`src/rtl/mcs4_loader_ctrl_pkg.sv`:
```
// Shared types for the MCS-4 host loader controller: command opcodes,
// controller states and the nibble/byte data types of the MCS-4 system.
package mcs4_loader_ctrl_pkg;

  localparam int CTRL_ARG_W = 12;

  typedef logic [7:0] byte_t;
  typedef logic [3:0] char_t;

  typedef enum logic [1:0] {
    OP_SET_ADDR = 2'd0,
    OP_LOAD     = 2'd1,
    OP_RUN      = 2'd2,
    OP_HALT     = 2'd3
  } ctrl_op_t;

  typedef enum logic [1:0] {
    ST_HALT = 2'd0,
    ST_LOAD = 2'd1,
    ST_RUN  = 2'd2
  } ctrl_state_t;

endpackage

```
`src/rtl/mcs4_loader_ctrl.sv`:
```
// Host-side sequencer for the MCS-4 system. Holds CPU/ROM/RAM in reset
// while streaming program bytes into the ROM debug write port, then
// releases reset for an unlimited or cycle-bounded run.
module mcs4_loader_ctrl
  import mcs4_loader_ctrl_pkg::*;
#(
  parameter int RUN_SHIFT = 8,
  parameter int RUN_CNT_W = CTRL_ARG_W + RUN_SHIFT
) (
  input  logic                  clk,
  input  logic                  rst,
  input  logic                  cmd_valid,
  output logic                  cmd_ready,
  input  ctrl_op_t              cmd_op,
  input  logic [CTRL_ARG_W-1:0] cmd_arg,
  input  logic                  s_valid,
  output logic                  s_ready,
  input  byte_t                 s_data,
  output logic                  sys_rst,
  output char_t [2:0]           dbg_addr,
  output byte_t                 dbg_wdata,
  output logic                  dbg_wen,
  output ctrl_state_t           state,
  output logic                  err
);

  logic [CTRL_ARG_W-1:0] ptr;
  logic [CTRL_ARG_W-1:0] remaining;
  logic [RUN_CNT_W-1:0]  run_cnt;
  logic [RUN_CNT_W-1:0]  run_budget;
  logic                  cmd_fire;
  logic                  s_fire;

  // Commands are refused only while a load burst is in progress; load
  // bytes are taken only during that burst.
  assign cmd_ready  = (state != ST_LOAD);
  assign s_ready    = (state == ST_LOAD);
  assign cmd_fire   = cmd_valid && cmd_ready;
  assign s_fire     = s_valid && s_ready;
  assign run_budget = RUN_CNT_W'(cmd_arg) << RUN_SHIFT;

  // Controller FSM plus pointer/remaining/run datapath; all outputs registered.
  // A run counter of 0 while in RUN marks an unlimited run, since a bounded
  // run leaves RUN as the counter hits 1 and never sits at 0.
  always_ff @(posedge clk) begin
    if (rst) begin
      state     <= ST_HALT;
      sys_rst   <= 1'b1;
      dbg_wen   <= 1'b0;
      dbg_addr  <= '0;
      dbg_wdata <= '0;
      err       <= 1'b0;
      ptr       <= '0;
      remaining <= '0;
      run_cnt   <= '0;
    end else begin
      dbg_wen <= 1'b0;
      case (state)
        ST_HALT: begin
          if (cmd_fire) begin
            case (cmd_op)
              OP_SET_ADDR: ptr <= cmd_arg;
              OP_LOAD: begin
                if (cmd_arg == '0) begin
                  err <= 1'b1;
                end else begin
                  remaining <= cmd_arg;
                  state     <= ST_LOAD;
                end
              end
              OP_RUN: begin
                run_cnt <= run_budget;
                state   <= ST_RUN;
                sys_rst <= 1'b0;
              end
              OP_HALT: err <= 1'b0;
              default: ;
            endcase
          end
        end
        ST_LOAD: begin
          if (s_fire) begin
            dbg_wen   <= 1'b1;
            dbg_wdata <= s_data;
            dbg_addr  <= ptr;
            ptr       <= ptr + CTRL_ARG_W'(1);
            remaining <= remaining - CTRL_ARG_W'(1);
            if (remaining == CTRL_ARG_W'(1)) state <= ST_HALT;
          end
        end
        ST_RUN: begin
          // HALT wins over budget expiry and leaves err alone.
          if (cmd_fire && cmd_op == OP_HALT) begin
            state   <= ST_HALT;
            sys_rst <= 1'b1;
            run_cnt <= '0;
          end else begin
            if (cmd_fire) err <= 1'b1;
            if (run_cnt == RUN_CNT_W'(1)) begin
              state   <= ST_HALT;
              sys_rst <= 1'b1;
              run_cnt <= '0;
            end else if (run_cnt != '0) begin
              run_cnt <= run_cnt - RUN_CNT_W'(1);
            end
          end
        end
        default: begin
          state   <= ST_HALT;
          sys_rst <= 1'b1;
        end
      endcase
    end
  end

endmodule

```
`config.mk`:
```
export PLATFORM = sky130hd
export DESIGN_NAME = mcs4_loader_ctrl
export DESIGN_NICKNAME = d
export VERILOG_FILES = /design/src/rtl/mcs4_loader_ctrl_pkg.sv /design/src/rtl/mcs4_loader_ctrl.sv
export SDC_FILE = /design/constraint.sdc
export NUM_CORES = 1
export LEC_CHECK = 0
export CELL_PAD_IN_SITES_DETAIL_PLACEMENT = 1
export CELL_PAD_IN_SITES_GLOBAL_PLACEMENT = 1
export CORE_UTILIZATION = 40
export DETAILED_ROUTE_END_ITERATION = 12
export GPL_TIMING_DRIVEN = 0
export PLACE_DENSITY = 0.91
export SKIP_CTS_REPAIR_TIMING = 1
export SLEW_MARGIN = 20
export SYNTH_ARGS = -nofsm -noshare
export SYNTH_HDL_FRONTEND = slang
export SYNTH_SLANG_ARGS = --single-unit
```
`constraint.sdc`:
```
create_clock -name clk -period 2.5 [get_ports clk]
set_clock_uncertainty 0.2 [all_clocks]
set_input_delay 0.625 -clock clk [delete_from_list [all_inputs] [get_ports clk]]
set_output_delay 0.625 -clock clk [all_outputs]
set_load 0.005 [all_outputs]
```
==> out/results.ini <==
[layout]
regArea_um2=1390
finalNetCount=597
area_growth_syn_to_layout_pct=31.3
fin_cells=701
final_util=0.543
multi_input_comb_area_um2=2450
fillerInstances=1109
drive_above_1_share=0.140
fin_area_um2=5040

[sta]
setup_ws_ns=-0.228
period_share=1.09
tightest_slew_ns=0.860
setup-violations-final=11
fmax_ghz=0.367
slew_viol_final=0
slew_headroom=0.422
rsz0062_at_grt=true
fin_crit_ns=2.73
hold_viol_final=0
fin_tns_setup_ns=-0.551

[worst_setup_path]
arrival_ns=2.80
criticalPathCategory=register to register
crit_fanout=10
end_kind=register
required_ns=2.58
startpoint_type=register

[floorplan]
io_pins=53
core_um2=9280
die_w_um=100
dieArea_um2=10000
die_h_um=100
rows=35
initial_utilization=0.414

[grt]
grt_max_degree=14
grt_usage=0.288
overflow=0
grt_antenna_before_repair=1
grt_pass1_wl_um=22300
grt_pass1_vias=4346

[place]
place_area_um2=4510
hpwl_um=9980
globalplace.congestion=0.941
portBuffers=51
place_inst=678

[clock_network]
clk_latency_ns=0.37
clock-sinks=69
cts-htree-levels=3
path_clk_slew_ns=0.09
root_buffer=clkbuf_8
cts_tree=done
cts_made_buffers=9
cts_max_path_buffers=2

[synth]
synth_edf_count=0
ys_warn_count=0
syn_nets=529
netlist_instances=498
avgSynthCellArea_um2=7.72
yosys.cell_types.count=65
ys_top_cells_by_area=dfxtp_1, nand2_1, a21oi_1, o21ai_0, nand3_1
synth.most_common_cell=nand2_1
synth_commonest_cells=nand2_1, dfxtp_1, a21oi_1
synth_seq_area_share=0.359
async_flop_share=0
syn-cell-area_um2=3840
synth_flop_cell=dfxtp_1
ys_seq_elements=69
netlist.area_leader.share=0.359
yosysTopAreaCell=dfxtp_1

[power]
power_density_nw_per_um2=674
leakage_nw=1.79
vdd_drop_max_mv=0.292

[hold_path]
min_path_type=register to register

[route]
wire_per_inst_um=22.8
wirelength_um=16000
first_pass_iters=5
drc=0
final_antenna_net_count=0
vias_per_cell=6.58
vias=4613
drt_iter0_markers=347

[run]
maxCapViolCount=0

[status]
run_status=finished with violations
violations=setup timing

-- logic make-up (layout without fill, tap and decap cells) --
| logic type | Yosys count | in the layout | synth area share |
|---|---|---|---|
| and+or+nand+nor | 223 | 223 | 0.294 |
| AOI/OAI and AO/OA | 148 | 148 | 0.254 |
| DFF | 69 | 69 | 0.359 |
| buffers and inverters | 41 | 114 | 0.0456 |
| muxes | 8 | 8 | 0.0208 |
| adders and majority gates | 5 | 5 | 0.0163 |
| xor gates and xnor gates | 4 | 4 | 0.00912 |
| other | 0 | 1 | 0 |
-- cell usage in the layout (no fill, tap or decap), drive strengths merged, types with 3 or more instances in the layout --
cell type	count
a211oi	5
a21o	7
a21oi	53
a22oi	6
a311oi	5
a31o	3
a31oi	7
and2	6
and4	3
buf	21
clkbuf	27
clkdlybuf4s50	44
dfxtp	69
dlymetal6s2s	7
ha	5
inv	11
mux2i	8
nand2	87
nand2b	11
nand3	23
nand4	9
nor2	27
nor2b	4
nor3	17
nor4	12
o21ai	27
o22ai	5
o31ai	4
o32ai	6
or2	3
or3	7
or4	3
or4b	4
xnor2	3
-- layer usage --
metal / share of wire / vias to the layer above / track usage
met4: 0.060 / 0 / 0.151
met1: 0.38 / 2249 / 0.356
met2: 0.47 / 301 / 0.463
li1: - / 1972 / -
met5: 0 / - / 0
met3: 0.093 / 91 / 0.0710
-- area by class of cell --
cell class              count  area share
clock inverters             6      0.0184
diodes                      1    0.000496
repair buffers             58       0.115
well taps                 129      0.0320
plain buffers              31      0.0409
inverters                   9     0.00670
flip-flops and latches     69       0.275
multi-input cells         388       0.485
clock buffers              10      0.0273
-- state kept, by name, indices dropped and copies added (netlist names) --
signal / cells
dbg_addr: 12
dbg_wdata: 8
err: 1
ptr: 12
state: 2
dbg_wen: 1
run_cnt: 20
remaining: 12
sys_rst: 1
-- critical path: stages (launching register included) --
cell     delay (ns)
dfxtp_2        0.41
inv_1          0.10
ha_1           0.25
nor4b_1        0.16
and4_2         0.29
a31oi_2        0.60
o21ai_0        0.32
mux2i_1        0.31
-- report_power, final --
group          switching [mW]  leakage (nW)  internal (mW)
Combinational           0.627          1.12          0.394
Clock                   0.509         0.110          0.596
Sequential              0.104         0.562           1.17
-- stage by stage --
| step | power [mW] | hold WS, ns | setup WS (ns) |
|---|---|---|---|
| floorplan | 1.86 | 0.245 | 0.194 |
| global placement | 2.09 | 0.242 | -0.594 |
| detailed placement | 2.13 | 0.249 | -0.702 |
| CTS | 3.22 | 0.260 | -0.888 |
| global route | 3.52 | 0.274 | -0.224 |
| finish | 3.40 | 0.257 | -0.228 |
-- path summary, 6_finish.rpt --
check | slack, ns | depth (start not counted) | end | start
worst min-delay path | 0.26 | 2 | dbg_addr[2] | dbg_addr[2]
worst max-delay path | -0.23 | 7 | run_cnt[2] | run_cnt[0]
worst max register to register | -0.23 | 7 | run_cnt[2] | run_cnt[0]
worst min register to register | 0.26 | 2 | dbg_addr[2] | dbg_addr[2]
(Power assumes the default switching activity.)
